--- src/rtl/dma_engine.sv ---
// Bus-master DMA: copies words from cartridge ROM onto the memory bus, programmed through four CPU registers.
// Optional `DMA_FILL_EN adds a constant-fill mode selected by AMT bit 15.
module dma_engine #(
  parameter int          ROM_TIMEOUT = 255,
  parameter logic [31:0] SRC_STEP    = 32'd1,
  parameter logic [15:0] DST_STEP    = 16'd1
) (
  input  logic        clk,
  input  logic        rst,
  input  logic        dma_en,
  input  logic [1:0]  dma_mode,
  input  logic        memwrite,
  input  logic [15:0] writedata,
  output logic [15:0] dma_rdata,
  output logic        dma_busy,
  output logic        dma_done,
  output logic        rom_req,
  output logic [31:0] rom_addr,
  input  logic        rom_ack,
  input  logic [15:0] rom_data,
  output logic        bus_we,
  output logic [15:0] bus_addr,
  output logic [15:0] bus_wdata
);

  localparam logic [1:0]  IDLE  = 2'd0;
  localparam logic [1:0]  FETCH = 2'd1;
  localparam logic [1:0]  WRITE = 2'd2;
  localparam logic [31:0] TMO   = 32'(ROM_TIMEOUT);

  logic [1:0]  state;
  logic [31:0] src;
  logic [15:0] dst;
  logic [14:0] cnt;
  logic        err;
  logic [15:0] data;
  logic [31:0] timer;
  logic        cfg_wr;

`ifdef DMA_FILL_EN
  logic fill;
`else
  localparam logic fill = 1'b0;
`endif

  assign cfg_wr = dma_en & memwrite & (state == IDLE);

  always_ff @(posedge clk) begin
    if (!rst) begin
      state     <= IDLE;
      src       <= '0;
      dst       <= '0;
      cnt       <= '0;
      err       <= 1'b0;
      data      <= '0;
      timer     <= '0;
      dma_done  <= 1'b0;
      dma_rdata <= '0;
`ifdef DMA_FILL_EN
      fill      <= 1'b0;
`endif
    end else begin
      dma_done <= 1'b0;
      case (state)
        IDLE: begin
          timer <= '0;
          if (cfg_wr) begin
            case (dma_mode)
              2'd0: src[15:0]  <= writedata;
              2'd1: src[31:16] <= writedata;
              2'd2: dst        <= writedata;
              2'd3: begin
                cnt <= writedata[14:0];
                err <= 1'b0;
`ifdef DMA_FILL_EN
                fill <= writedata[15];
                if (writedata[14:0] != 15'd0) state <= writedata[15] ? WRITE : FETCH;
`else
                if (writedata[14:0] != 15'd0) state <= FETCH;
`endif
              end
            endcase
          end
        end
        FETCH: begin
          if (rom_ack) begin
            data  <= rom_data;
            timer <= '0;
            state <= WRITE;
          end else if ((TMO != 32'd0) && (timer == TMO - 32'd1)) begin
            // Abort leaves pointers and count where they stopped so software can inspect them.
            err      <= 1'b1;
            dma_done <= 1'b1;
            state    <= IDLE;
          end else begin
            timer <= timer + 32'd1;
          end
        end
        WRITE: begin
          timer <= '0;
          dst   <= dst + DST_STEP;
          if (!fill) src <= src + SRC_STEP;
          cnt <= cnt - 15'd1;
          if (cnt == 15'd1) begin
            state    <= IDLE;
            dma_done <= 1'b1;
          end else begin
            state <= fill ? WRITE : FETCH;
          end
        end
        default: state <= IDLE;
      endcase

      case (dma_mode)
        2'd0: dma_rdata <= src[15:0];
        2'd1: dma_rdata <= src[31:16];
        2'd2: dma_rdata <= dst;
        2'd3: dma_rdata <= {err, cnt};
      endcase
    end
  end

  assign dma_busy  = (state != IDLE);
  assign rom_req   = (state == FETCH);
  assign rom_addr  = rom_req ? src : 32'd0;
  assign bus_we    = (state == WRITE);
  assign bus_addr  = bus_we ? dst : 16'd0;
  assign bus_wdata = bus_we ? (fill ? src[15:0] : data) : 16'd0;

endmodule
--- config.mk ---
export PLATFORM = sky130hd
export DESIGN_NAME = dma_engine
export DESIGN_NICKNAME = d
export VERILOG_FILES = /design/src/rtl/dma_engine.sv
export SDC_FILE = /design/constraint.sdc
export NUM_CORES = 1
export LEC_CHECK = 0
export CAP_MARGIN = 20
export CORE_ASPECT_RATIO = 2
export CORE_MARGIN = 2
export CORE_UTILIZATION = 25
export CTS_CLUSTER_SIZE = 8
export DETAILED_ROUTE_END_ITERATION = 8
export RECOVER_POWER = 25
export SLEW_MARGIN = 20
export SYNTH_ARGS = -nofsm -noshare
export SYNTH_HDL_FRONTEND = slang
export SYNTH_SLANG_ARGS = --single-unit
--- constraint.sdc ---
create_clock -name clk -period 3.6 [get_ports clk]
set_input_delay 0.72 -clock clk [delete_from_list [all_inputs] [get_ports clk]]
set_output_delay 0.72 -clock clk [all_outputs]
set_load 0.02 [all_outputs]
==> flow_metrics.tcl <==
set metrics [dict create \
    min_to "data[3]$_SDFFE_PN0P_" \
    routed_wl_um 28900 \
    finalSetupViolCount 0 \
    fmax_mhz 320.3 \
    post_cts_resized 0 \
    synthDistinctLibCells 64 \
    ir_drop_uv 334.3 \
    dr.first_iter.drc_count 872 \
    run_status "finished clean" \
    drv_slew 0 \
    antenna_found_initial 0 \
    antenna_left 0 \
    reg2reg_depth 6 \
    cts_inserted_buffers 17 \
    ys_seq_elements 131 \
    cts_buffer_depth 2 \
    min_path_type "reg -> reg" \
    die_w_um 128.7 \
    synthCells 994 \
    cts.root.buffer_cell "clkbuf_16" \
    fin_skew_ps 10.78 \
    grt_pass1_vias 7813 \
    synth_top_cell_area_share_pct 33.73 \
    synth_area_um2 7775 \
    gp_congestion 0.9226 \
    num-nets-final 1135 \
    slew-limit-headroom_pct 26.13 \
    cp.arrival_ps 2400 \
    yosysSeqAreaShare_pct 33.73 \
    dieHeight_um 253.4 \
    post-dp-hpwl_um 21790 \
    min-delay-start "data[3]$_SDFFE_PN0P_" \
    grt_usage_pct 17.54 \
    row_count 91 \
    max-cap-violations 0 \
    dr_total_vias 8143 \
    rsz0062_at_grt "false" \
    reg2reg_slack_ps 1030 \
    synth_edf_count 0 \
    yosys-top-cells-area "dfxtp_1 34%, and2_1 7.1%, a21oi_1 5.9%" \
    drc_errors 0 \
    worstMarginPinSlew_ps 1098 \
    r2r-start "src[0]$_SDFFE_PN0P_" \
    final_util_pct 32.60 \
    clk_latency_ps 440 \
    async_reset_ff_share_pct 0 \
    cts_sinks 131 \
    routedWlPerCell_um 19.65 \
    period_minus_slack_ps 3122 \
    endpoint_kind "primary output" \
    synth_top_cell_by_area "dfxtp_1" \
    path_max_fanout 69 \
    port_buffers 122 \
    ios 123 \
    ys_warn_count 0 \
    required_ps 2880 \
    tns_ps 0 \
    clk_pin_slew_ps 70 \
    r2r-end "src[22]$_SDFFE_PN0P_" \
    grt_pass1_wl_um 43990 \
    area_growth_pct 28.89 \
    crit_type "reg -> out" \
    dieArea_um2 32610 \
    synth_flop_cell "dfxtp_1" \
    p_leak_nw 3.411 \
    grt_max_degree 70 \
    n_antenna_cell 0 \
    avgSynthCellArea_um2 7.822 \
    layout_common_cells "131 x dfxtp_1, 106 x nand2_1, 103 x clkdlybuf4s50_1, 91 x a21oi_1, 82 x nor2_1" \
    synth_nets 1043 \
    cts_tree "yes" \
    pre_cts_ws_ps 713.9 \
    startpoint "state[0]$_SDFFE_PN0P_" \
    hold_path_depth 2 \
    htree_levels 4 \
    routed_via_density 5.536 \
    first_pass_iters 5 \
    fin_ws_ps 477.6 \
    post-route-period-util_pct 86.73 \
    hold_viol 0 \
    drive_gt1_share_pct 9.190 \
    ctsHoldBuffers 0 \
    start_util_pct 25.29 \
    final_common_cell "dfxtp_1" \
    overflow 0 \
    core_um2 30740 \
    nFillCells 3219 \
    p_per_area_nw_per_um2 432.1 \
    cp-start-kind "register" \
    post_cts_buffers 0 \
]
final cells by class:
class                   count  area (µm²)  area share, %
inverters                  18       67.56         0.6742
well taps                 372       465.4          4.645
clock inverters            15       216.5          2.160
clock buffers              17       425.4          4.245
flip-flops and latches    131        2623          26.17
multi-input cells         771        4823          48.13
repair buffers            147        1400          13.97
registers in the layout (all words and copies together), names as in the netlist:
register and count:
cnt 15, data 16, dma_done 1, dma_rdata 16
dst 16, err 1, src 32, state 2
timer 32
synth_stat cells, types with 14 or more instances:
master    count
nor2_1       82
nand2_1     106
or4_1        17
o21ai_0      62
and2_1       88
mux4_2       15
a21oi_1      91
o31ai_1      18
a31oi_1      15
inv_1        17
and3_1       14
nand3_1      29
dfxtp_1     131
nor3_1       24
nor4_1       20
clkbuf_1     58
nand4_1      23
layer usage:
metal	share of wire (%)	track usage, %	vias up
met1	37	18.18	3934
met4	4.5	9.845	0
met2	55	32.70	288
met3	4.1	2.895	72
met5	0	0	-
li1	-	-	3849
logic make-up (layout without fill, tap and decap cells):
group	after synthesis	count (layout)	share of synthesized area, %
adders and majority gates	10	10	1.609
AOI/OAI and AO/OA	269	269	21.92
DFF	131	131	33.73
xor gates and xnor gates	10	10	1.126
and+or+nand+nor	462	462	31.82
muxes	20	20	5.198
buffers and inverters	92	197	4.602
how the worst max path moves through the flow:
stage	to	slack [ps]	cells after the start
2_1_floorplan	bus_wdata[15]	1030	6
3_3_place_gp	state[0]$_SDFFE_PN0P_	740	6
3_5_place_dp	state[0]$_SDFFE_PN0P_	710	6
4_1_cts	bus_addr[2]	440	4
5_1_grt	rom_addr[11]	330	5
6_report	bus_addr[2]	480	4
worst max-delay path, cell delays in order, from the launching register on:
cell,delay [ps]
dfxtp_1,330
inv_1,120
ha_4,610
and2_1,250
clkdlybuf4s50_1,610
stage by stage:
stage | power [mW] | area, µm² | cells | hold WS [ps]
2_1_floorplan | 2.099 | 7775 | 994 | 431.7
6_report | 4.330 | 10020 | 1471 | 451.0
4_1_cts | 4.356 | 10020 | 1471 | 452.5
3_5_place_dp | 2.409 | 9376 | 1439 | 442.4
3_3_place_gp | 2.396 | 9376 | 1439 | 437.5
5_1_grt | 4.512 | 10020 | 1471 | 469.9
report_power, final:
group,leakage [nW],internal [mW],switching [mW]
Sequential,1.06,1.52,0.0935
Clock,0.308,1.18,0.764
Combinational,2.04,0.298,0.472
Note: power is estimated with default switching activity, not from simulation.
